<file path="src/rtl/hilo_pkg.sv">
// Shared types for the HI/LO writeback pipeline: the stage entry record and the data width.
`ifndef W_DATA
`define W_DATA 32
`endif

package hilo_pkg;

  localparam int unsigned HILO_DATA_W = `W_DATA;

  typedef struct packed {
    logic                   valid;
    logic                   hi_we;
    logic                   lo_we;
    logic [HILO_DATA_W-1:0] hi;
    logic [HILO_DATA_W-1:0] lo;
  } hilo_entry_t;

  localparam hilo_entry_t HILO_EMPTY = '0;

  function automatic logic hilo_writes_any(input hilo_entry_t e);
    return e.valid & (e.hi_we | e.lo_we);
  endfunction

endpackage

</file>
<file path="src/rtl/hilo_pipe_stage_reg.sv">
// One HI/LO pipeline stage register: stall hold, kill (wins over hold), async active-low reset.
module hilo_stage_reg
  import hilo_pkg::*;
(
  input  logic        clk,
  input  logic        rst,
  input  logic        hold,
  input  logic        kill,
  input  hilo_entry_t d,
  output hilo_entry_t q
);

  always_ff @(posedge clk or negedge rst) begin
    if (!rst) begin
      q <= HILO_EMPTY;
    end else if (kill) begin
      q.valid <= 1'b0;
      q.hi_we <= 1'b0;
      q.lo_we <= 1'b0;
    end else if (!hold) begin
      q <= d;
    end
  end

endmodule

</file>
<file path="src/rtl/hilo_pipe.sv">
// HI/LO MEM/WB pipeline with commit at WB and youngest-first forwarding to EX.
// Optional macro HILO_COMMIT_CNT_EN adds the commit_cnt output.
module hilo_pipe
  import hilo_pkg::*;
#(
  parameter int unsigned DATA_W = 32
) (
  input  logic              clk,
  input  logic              rst,
  input  logic              reg_stall,
  input  logic              flush,
  input  logic              ex_valid,
  input  logic              ex_hi_we,
  input  logic              ex_lo_we,
  input  logic [DATA_W-1:0] ex_hi,
  input  logic [DATA_W-1:0] ex_lo,
  output logic [DATA_W-1:0] fwd_hi,
  output logic [DATA_W-1:0] fwd_lo,
  output logic [DATA_W-1:0] arch_hi,
  output logic [DATA_W-1:0] arch_lo,
  output logic              pending
`ifdef HILO_COMMIT_CNT_EN
  ,
  output logic [31:0]       commit_cnt
`endif
);

  hilo_entry_t ex_e;
  hilo_entry_t m_q;
  hilo_entry_t w_q;
  logic [DATA_W-1:0] hi_q;
  logic [DATA_W-1:0] lo_q;
  logic advance;
  logic commit_hi;
  logic commit_lo;

  always_comb begin
    ex_e       = HILO_EMPTY;
    ex_e.valid = ex_valid;
    ex_e.hi_we = ex_valid & ex_hi_we;
    ex_e.lo_we = ex_valid & ex_lo_we;
    ex_e.hi    = ex_hi;
    ex_e.lo    = ex_lo;
  end

  hilo_stage_reg u_stage_m (
    .clk  (clk),
    .rst  (rst),
    .hold (reg_stall),
    .kill (flush),
    .d    (ex_e),
    .q    (m_q)
  );

  hilo_stage_reg u_stage_w (
    .clk  (clk),
    .rst  (rst),
    .hold (reg_stall),
    .kill (flush),
    .d    (m_q),
    .q    (w_q)
  );

  // The WB entry is older than a faulting MEM instruction, so it still commits on flush.
  assign advance   = ~reg_stall | flush;
  assign commit_hi = advance & w_q.valid & w_q.hi_we;
  assign commit_lo = advance & w_q.valid & w_q.lo_we;

  always_ff @(posedge clk or negedge rst) begin
    if (!rst) begin
      hi_q <= '0;
      lo_q <= '0;
    end else begin
      if (commit_hi) hi_q <= w_q.hi;
      if (commit_lo) lo_q <= w_q.lo;
    end
  end

`ifdef HILO_COMMIT_CNT_EN
  always_ff @(posedge clk or negedge rst) begin
    if (!rst) begin
      commit_cnt <= '0;
    end else if (commit_hi | commit_lo) begin
      commit_cnt <= commit_cnt + 32'd1;
    end
  end
`endif

  always_comb begin
    fwd_hi = hi_q;
    if (m_q.valid & m_q.hi_we)      fwd_hi = m_q.hi;
    else if (w_q.valid & w_q.hi_we) fwd_hi = w_q.hi;
  end

  always_comb begin
    fwd_lo = lo_q;
    if (m_q.valid & m_q.lo_we)      fwd_lo = m_q.lo;
    else if (w_q.valid & w_q.lo_we) fwd_lo = w_q.lo;
  end

  assign arch_hi = hi_q;
  assign arch_lo = lo_q;
  assign pending = hilo_writes_any(m_q) | hilo_writes_any(w_q);

endmodule

</file>
<file path="config.mk">
export PLATFORM = sky130hd
export DESIGN_NAME = hilo_pipe
export DESIGN_NICKNAME = d
export VERILOG_FILES = /design/src/rtl/hilo_pkg.sv /design/src/rtl/hilo_pipe_stage_reg.sv /design/src/rtl/hilo_pipe.sv
export SDC_FILE = /design/constraint.sdc
export NUM_CORES = 1
export LEC_CHECK = 0
export CAP_MARGIN = 20
export CORE_ASPECT_RATIO = 1.1
export CORE_MARGIN = 3
export CORE_UTILIZATION = 40
export DETAILED_ROUTE_END_ITERATION = 8
export DONT_BUFFER_PORTS = 1
export GPL_TIMING_DRIVEN = 0
export SLEW_MARGIN = 20
export SYNTH_ARGS = -nofsm -noshare
export SYNTH_HDL_FRONTEND = slang
export SYNTH_SLANG_ARGS = --single-unit
export TNS_END_PERCENT = 20
</file>
<file path="constraint.sdc">
create_clock -name clk -period 1.65 [get_ports clk]
set_clock_uncertainty 0.05 [all_clocks]
set_input_delay 0.0825 -clock clk [delete_from_list [all_inputs] [get_ports clk]]
set_output_delay 0.0825 -clock clk [all_outputs]
set_load 0.01 [all_outputs]
</file>
==> results.cfg, run 1 <==
[sta]
slew_viol_final = 0
fin_crit_sh_pct = 107
max_freq_ghz = 0.565
fin_hold_ws_ns = -0.706
rsz0062_at_grt = true
slew_headroom_pct = 57.9
setup_ws_ns = -0.121
hold_viol_final = 198
period_minus_slack_ns = 1.77
tightestPinTransition_ns = 0.631
setup_viol = 123

[global_route]
grt_pass1_vias = 6145
grt_pass1_wl_um = 34700
overflow = 0
antenna_found_initial = 0
track_usage_pct = 18.6
grt_max_degree = 199

[setup_path]
worstPathMaxFanout = 5
cp.depth = 4
path_cells = and2_4 -> buf_12 -> clkbuf_16 -> nand4b_1
crit_path_max_incr_delay_ns = 0.42
crit_slowest_cell = dfrtp_1
cp-endpoint = pending
worstSetupPathType = register to primary output
critPathCaptureType = primary output
r2r-start = u_stage_w.q[66]$_DFFE_PN0P_
crit_required_ns = 1.52
crit_path_start_kind = register
startpoint = u_stage_m.q[66]$_DFFE_PN0P_
reg2reg_depth = 5
crit_buf_inv = 2
regToRegEndpoint = arch_lo[9]$_DFFE_PN0P_
critPathTopFamily = simple AND/OR/NAND/NOR gates
r2r_slack_ns = -0.05
cp.arrival_ns = 1.64

[cells_and_area]
antenna_cells = 0
seqCellArea_um2 = 4960
drive_gt1_share_pct = 51.5
fill_cells = 1804
multi_input_area_um2 = 4280
final_nets = 831
syn2layout_area_growth_pct = 32.7

[routing]
vias_per_cell = 5.28
drtPass1Iterations = 4
vias = 5609
postRouteAntennaNets = 0
drt_wl_total_um = 22200
drtIter0Drc = 109
drc_errors = 0
detail_route.wl_per_cell_um = 20.9

[clock_tree]
clock_latency_ns = 0.43
cts_htree_levels = 4
cts_tree = done
cts_hold_repair.buffers = 73
clk_pin_slew_ns = 0.08
root_buffer = clkbuf_16
clkSinkCount = 198
cts_buffers = 17
clock_path_buffers = 2

[pwr]
peakVddDrop_mv = 0.599
power_density_nw_per_um2 = 985
p_total_mw = 11.5
power.leakage_nw = 5.15

[job]
cap_violations = 0

[synthesis]
syn_area_um2 = 8810
yosys-top-cells-area = dfrtp_1, mux2_2, mux2i_1
synth_top_area_share_pct = 56.2
postSynthCellCount = 648
postSynthAreaPerCell_um2 = 13.6
synth_compound_area_share_pct = 3.75
synth_edf_count = 0
synthAdderAreaFrac_pct = 0
yosysUniqueCellTypes = 20
synthSimpleGateAreaFrac_pct = 4.06
synth-xor-area-share_pct = 0
yosysSeqAreaShare_pct = 56.2
synth.largest_area_cell = dfrtp_1
ys_ff_latch = 198
synthesis.nets = 719
synth_top_family_by_area = multiplexers
synthMuxAreaShare_pct = 32.3
async_flop_share_pct = 100
yosysWarnings = 0
ys.flop_type = dfrtp_1

[die]
ioPinCount = 200
start_util_pct = 41.0
rows = 56
die_h_um = 162
die_w_um = 148
core_area_um2 = 21500
dieArea_um2 = 23800

[hold_path]
hold_class = input pin to asynchronous set/reset pin

[placed_design]
place_congestion = 0.792
io_buffers = 0
hpwlAfterDp_um = 14400

[status]
violations = negative hold slack, negative setup slack
outcome = finished, violations left
## cell usage after synthesis (4+ instances only)
master and count:
clkbuf_1 10, mux2i_1 68, nand2_1 67, dfrtp_1 198
mux2_1 4, buf_2 8, nor2_1 4, mux2_2 188
buf_4 4, o21ai_0 64, buf_6 19
## how the worst min path moves through the flow
stage / to / startpoint / cells after the start / slack, ns
final: u_stage_w.q[14]$_DFFE_PN0P_ / rst / 0 / -0.71
after global placement: arch_lo[14]$_DFFE_PN0P_ / rst / 0 / -0.26
after global routing: u_stage_w.q[14]$_DFFE_PN0P_ / rst / 0 / -0.74
after floorplan: arch_hi[0]$_DFFE_PN0P_ / rst / 0 / -0.26
after detailed placement: u_stage_w.q[14]$_DFFE_PN0P_ / rst / 0 / -0.26
after CTS: u_stage_w.q[14]$_DFFE_PN0P_ / rst / 0 / -0.72
## state kept, by name (all words and copies together) (netlist names)
| signal | cells |
|---|---|
| arch_lo | 32 |
| u_stage_w.q | 67 |
| arch_hi | 32 |
| u_stage_m.q | 67 |
## metal layers
layer,wire (µm),track usage (%),part of all wire [%]
met2,11300,31.9,51
met3,1460,6.39,6.6
met5,0,0,0
met4,243,4.53,1.1
met1,9170,22.5,41
## layout by cell type, fill, tap and decap left out, drive strengths merged
cell         instances
nand2               69
nor2                 7
o21ai               64
clkbuf              29
dlygate4sd3         73
mux2i               68
a21oi                2
dfrtp              198
clkinvlp             2
clkinv               5
buf                 51
inv                  7
mux2               192
nor2b                1
nand4b               1
nand3b               2
and2                 2
## kinds of logic after synthesis
family	Yosys count
AO/OA/AOI/OAI	66
AND/OR/NAND/NOR	82
flip-flops	198
multiplexers	260
buffers and inverters	42
## through the flow
step	utilization (%)	setup WS, ns	instances	setup TNS, ns	instance area [µm²]
floorplan	-	0.299	648	0	8810
global placement	42.7	-0.108	938	-1.50	9180
detailed placement	42.7	-0.153	938	-2.03	9180
CTS	52.2	-0.153	1051	-8.13	11200
global route	54.4	-0.170	1063	-12.98	11700
finish	54.4	-0.121	1063	-4.27	11700
## power breakdown
part / internal (mW) / switching, mW
sequential: 5.54 / 0.646
clock: 2.01 / 2.02
combinational: 0.852 / 0.453
total: 8.40 / 3.12
## cell type report
| type | count | share of cell area [%] |
|---|---|---|
| Multi-Input combinational cell | 408 | 36.6 |
| Buffer | 42 | 4.88 |
| Tap cell | 290 | 3.10 |
| Clock inverter | 14 | 1.18 |
| Timing Repair Buffer | 93 | 8.21 |
| Sequential cell | 198 | 42.4 |
| Clock buffer | 18 | 3.67 |
## what timing repair did
| item | 4_1_cts | 5_1_grt |
|---|---|---|
| pin swaps | 7 | 9 |
| endpoints found under the setup margin | 65 | 74 |
| resized for setup | 222 | 69 |
| cloned | 4 | 1 |
| endpoints found under the hold margin | 268 | 198 |
| buffers inserted | 4 | 11 |
Note: power is estimated with default switching activity, not from simulation.
==> run 2, diff against run 1 <==
--- a/config.mk
+++ b/config.mk
@@ -7,11 +7,11 @@
 export LEC_CHECK = 0
 export CAP_MARGIN = 20
 export CORE_ASPECT_RATIO = 1.1
-export CORE_MARGIN = 3
+export CORE_MARGIN = 2
 export CORE_UTILIZATION = 40
 export DETAILED_ROUTE_END_ITERATION = 8
 export DONT_BUFFER_PORTS = 1
-export GPL_TIMING_DRIVEN = 0
+export SETUP_SLACK_MARGIN = 0.3
 export SLEW_MARGIN = 20
 export SYNTH_ARGS = -nofsm -noshare
 export SYNTH_HDL_FRONTEND = slang
==> run 2 against run 1 <==
The run still ends with negative hold slack, negative setup slack left. Hold slack better by 0.011 ns. Via count fell by 0.37%. Clock power grew 2%. Power about the same. First-iteration DRC count is 55% higher. Non-clock buffer count is 22 higher. Flip-flop and latch count stayed put. Sequential share of layout area up 1.6 points. Setup slack got worse by 0.059 ns. Critical endpoint is now fwd_hi[28]. Largest cell class unchanged.
==> results.cfg, run 2 (synthesis results as in run 1) <==
[clock_tree]
cts_buffers = 17
clk_pin_slew_ns = 0.07
cts_hold_repair.buffers = 69
cts_tree = done
clkSinkCount = 198
clock_path_buffers = 2
root_buffer = clkbuf_16
clock_latency_ns = 0.42
cts_htree_levels = 4

[placed_design]
dpl_cell_area_um2 = 9510
hpwlAfterDp_um = 12000
place_congestion = 0.730
io_buffers = 0

[cells_and_area]
final_cell_mix = dfrtp_1, mux2_2, dlygate4sd3_1
layout_commonest_cell = dfrtp_1
top_regs = u_stage_m.q: 67 flops, u_stage_w.q: 67 flops
drive_gt1_share_pct = 40.9
final_nets = 853
final_area_um2 = 11300
syn2layout_area_growth_pct = 28.0

[job]
cap_violations = 0

[global_route]
antenna_found_initial = 0
grt_max_degree = 199
overflow = 0
grt_pass1_wl_um = 33100
track_usage_pct = 17.7
grt_pass1_vias = 6105

[sta]
slew_viol_final = 0
tns_ns = -9.32
tightestPinTransition_ns = 0.427
fin_hold_ws_ns = -0.695
setup_ws_ns = -0.180
rsz0062_at_grt = true
fin_crit_sh_pct = 111
setup_viol = 79
max_freq_ghz = 0.546
slew_headroom_pct = 71.5
hold_viol_final = 198
period_minus_slack_ns = 1.83

[die]
core_area_um2 = 21500
rows = 56
ioPinCount = 200
dieArea_um2 = 23200
die_w_um = 146
start_util_pct = 41.0
die_h_um = 160

[setup_path]
worstPathMaxFanout = 11
regToRegEndpoint = arch_lo[4]$_DFFE_PN0P_
crit_required_ns = 1.52
critPathTopFamily = flip-flops
cp.arrival_ns = 1.70
cp.depth = 5
crit_slowest_cell = dfrtp_2
r2r-start = u_stage_w.q[66]$_DFFE_PN0P_
r2r_slack_ns = -0.04
path_cells = nand2_8 -> buf_12 -> mux2i_1 -> o21ai_1 -> buf_4
critPathCaptureType = primary output
reg2reg_depth = 5
worstSetupPathType = register to primary output
crit_path_start_kind = register
startpoint = u_stage_w.q[66]$_DFFE_PN0P_
crit_path_max_incr_delay_ns = 0.49
crit_buf_inv = 2

[pwr]
clkPwrFrac_pct = 35.9
p_int_mw = 8.62
power.leakage_nw = 5.34
seqPwrFrac_pct = 53.1
power_switching_mw = 2.90
p_sw_share_pct = 25.2
combPwrFrac_pct = 11.0
peakVddDrop_mv = 0.690
power_density_nw_per_um2 = 1020

[routing]
postRouteAntennaNets = 0
detail_route.wl_per_cell_um = 19.2
drc_errors = 0
vias_per_cell = 5.15
drtIter0Drc = 169
drtPass1Iterations = 4
drt_wl_total_um = 20800
vias = 5588

[status]
outcome = finished, violations left
violations = negative hold slack, negative setup slack

[hold_path]
hold_class = input pin to asynchronous set/reset pin
## run 2: cell type report
| cell class | instances | area, µm² |
|---|---|---|
| fillers | 1824 | 10200 |
| flip-flops and latches | 198 | 4960 |
| multi-input cells | 408 | 3730 |
| repair buffers | 157 | 1630 |
| clock buffers | 19 | 453 |
| well taps | 290 | 363 |
| clock inverters | 12 | 140 |
| diodes | 1 | 2.50 |
## run 2: repair_timing
item | in CTS | in global routing
hold endpoints to repair | 268 | 198
buffers inserted | 5 | 1
pin swaps | 3 | 4
gates cloned | 4 | 4
resized for setup | 92 | 31
endpoints found under the setup margin | 124 | 129
## run 2: power groups by stage
stage / clock network [mW] / logic (mW) / registers [mW]
global placement: 0 / 1.03 / 6.13
CTS: 4.27 / 1.27 / 6.11
detailed placement: 0 / 1.08 / 6.19
floorplan: 0 / 0.888 / 6.00
global route: 4.48 / 1.38 / 6.22
finish: 4.13 / 1.27 / 6.12
## run 2: worst register-to-register path, stage by stage, from the launching register on
cell,delay [ns]
dfrtp_2,0.49
nand2_8,0.14
buf_6,0.15
nor2_4,0.09
buf_12,0.25
mux2_2,0.40
## run 2: through the flow
stage	setup slack, ns	util, %	hold slack (ns)	power (mW)	std cells
final	-0.180	52.4	-0.695	11.5	1085
after CTS	-0.203	51.6	-0.722	11.6	1079
after global placement	0.159	44.2	-0.257	7.16	970
after global routing	-0.267	52.4	-0.734	12.1	1084
after floorplan	0.299	-	-0.263	6.89	648
after detailed placement	0.156	44.2	-0.257	7.27	970
## run 2: worst max path at each step
stage / slack, ns / endpoint
CTS: -0.20 / fwd_hi[21]
finish: -0.18 / fwd_hi[28]
floorplan: 0.30 / fwd_hi[14]
global route: -0.27 / fwd_hi[27]
detailed placement: 0.16 / fwd_hi[28]
global placement: 0.16 / fwd_hi[28]
## run 2: layer usage
layer | track usage (%) | up-vias | wire [µm]
met5 | 0 | - | 0
met4 | 4.01 | 0 | 114
met3 | 5.94 | 6 | 1370
met2 | 30.6 | 149 | 10500
met1 | 21.6 | 2876 | 8800
li1 | - | 2557 | -
==> run 3, diff against run 2 <==
--- a/config.mk
+++ b/config.mk
@@ -8,7 +8,7 @@
 export CAP_MARGIN = 20
 export CORE_ASPECT_RATIO = 1.1
 export CORE_MARGIN = 2
-export CORE_UTILIZATION = 40
+export CORE_UTILIZATION = 29
 export DETAILED_ROUTE_END_ITERATION = 8
 export DONT_BUFFER_PORTS = 1
 export SETUP_SLACK_MARGIN = 0.3
==> run 3 against run 2 <==
The flow still finishes with violations (negative hold slack, negative setup slack). Setup slack lost 0.043 ns. First-iteration DRC count grew 38%. Global-route usage is 4.0 points lower. Final area up 1.5%. Maximum frequency down 2.3%. Largest power group unchanged.
==> results.cfg, run 3 (synthesis results as in run 1) <==
[setup_path]
critPathCaptureType = primary output
cp-endpoint = fwd_hi[7]
cp.arrival_ns = 1.74
crit_required_ns = 1.52
crit_path_start_kind = register
r2r_slack_ns = -0.13
r2r-start = u_stage_w.q[66]$_DFFE_PN0P_
worstSetupPathType = register to primary output
regToRegEndpoint = arch_lo[1]$_DFFE_PN0P_
reg2reg_depth = 6
worstPathMaxFanout = 8
startpoint = u_stage_w.q[66]$_DFFE_PN0P_

[sta]
setup_ws_ns = -0.223
slew_viol_final = 0
fin_crit_sh_pct = 114
max_freq_ghz = 0.534
period_minus_slack_ns = 1.87
rsz0062_at_grt = true
setup_viol = 129
tightestPinTransition_ns = 0.497
fin_hold_ws_ns = -0.714
hold_viol_final = 198
tns_ns = -16.54
slew_headroom_pct = 66.9

[clock_tree]
clk_pin_slew_ns = 0.07
cts_buffers = 17
clock_latency_ns = 0.45
root_buffer = clkbuf_16
cts_htree_levels = 4
clock_path_buffers = 2
clkSinkCount = 198
cts_tree = done
cts_hold_repair.buffers = 69

[global_route]
track_usage_pct = 13.7
antenna_found_initial = 1
overflow = 0
grt_pass1_wl_um = 33600
grt_max_degree = 199
grt_pass1_vias = 5698

[cells_and_area]
layout_commonest_cell = dfrtp_1
final_cell_mix = dfrtp_1, mux2_2, dlygate4sd3_1, buf_4, nand2_1
drive_gt1_share_pct = 40.8
antenna_cells = 0
utilization_pct = 38.5
multi_input_area_um2 = 3710
seqCellArea_um2 = 4960
syn2layout_area_growth_pct = 29.9
final_nets = 858
fill_cells = 2832
top_regs = u_stage_m.q: 67 flops, u_stage_w.q: 67 flops

[die]
ioPinCount = 200
die_w_um = 170
start_util_pct = 29.6
rows = 66
dieArea_um2 = 31800
die_h_um = 187
core_area_um2 = 29700

[routing]
drc_errors = 0
postRouteAntennaNets = 0
drt_wl_total_um = 22100
detail_route.wl_per_cell_um = 18.8
vias = 5529
vias_per_cell = 4.71
drtIter0Drc = 234
drtPass1Iterations = 4

[placed_design]
hpwlAfterDp_um = 12100
place_ws_ns = 0.176
io_buffers = 0
place_congestion = 0.696

[hold_path]
hold_class = input pin to asynchronous set/reset pin

[status]
violations = negative hold slack, negative setup slack
outcome = finished, violations left

[pwr]
power.leakage_nw = 5.36
peakVddDrop_mv = 0.661
power_density_nw_per_um2 = 1010
p_total_mw = 11.5

[job]
cap_violations = 0
## run 3: worst min path at each step
stage,startpoint,end,depth (start not counted)
floorplan,rst,arch_hi[0]$_DFFE_PN0P_,0
global placement,rst,u_stage_m.q[9]$_DFFE_PN0P_,0
detailed placement,rst,u_stage_w.q[9]$_DFFE_PN0P_,0
CTS,rst,u_stage_m.q[6]$_DFFE_PN0P_,0
global route,rst,arch_lo[8]$_DFFE_PN0P_,0
finish,rst,u_stage_m.q[6]$_DFFE_PN0P_,0
## run 3: cell type report
type	instances	area share (%)
flip-flops and latches	198	43.3
clock buffers	22	3.97
multi-input cells	408	32.4
clock inverters	10	1.07
well taps	374	4.09
repair buffers	162	15.2
## run 3: critical path, cell delays in order (launching register included)
cell and delay [ns]:
dfrtp_2 0.49, nand2_8 0.18, buf_16 0.17, mux2i_2 0.22, o21ai_1 0.08, buf_4 0.14
## run 3: power by group
group | switching (mW) | leakage (nW) | internal (mW) | total (mW)
Clock | 1.89 | 0.271 | 2.29 | 4.18
Sequential | 0.564 | 2.47 | 5.54 | 6.10
Combinational | 0.391 | 2.61 | 0.858 | 1.25
## run 3: timing repair
action,in CTS,in global routing
setup endpoints to repair,129,129
buffers inserted,3,5
endpoints found under the hold margin,268,198
cloned,8,3
pin swaps,4,1
gates resized for setup,102,16
## run 3: layer usage
metal / up-vias / track usage, % / wire, µm
li1: 2561 / - / -
met1: 2781 / 16.8 / 9660
met4: 2 / 4.31 / 281
met5: - / 0 / 11
met3: 19 / 5.23 / 1750
met2: 166 / 22.3 / 10400
## run 3: stage by stage
stage / instance area, µm² / instances
final: 11400 / 1174
after global routing: 11400 / 1174
after CTS: 11300 / 1166
after detailed placement: 9630 / 1054
after global placement: 9630 / 1054
after floorplan: 8810 / 648
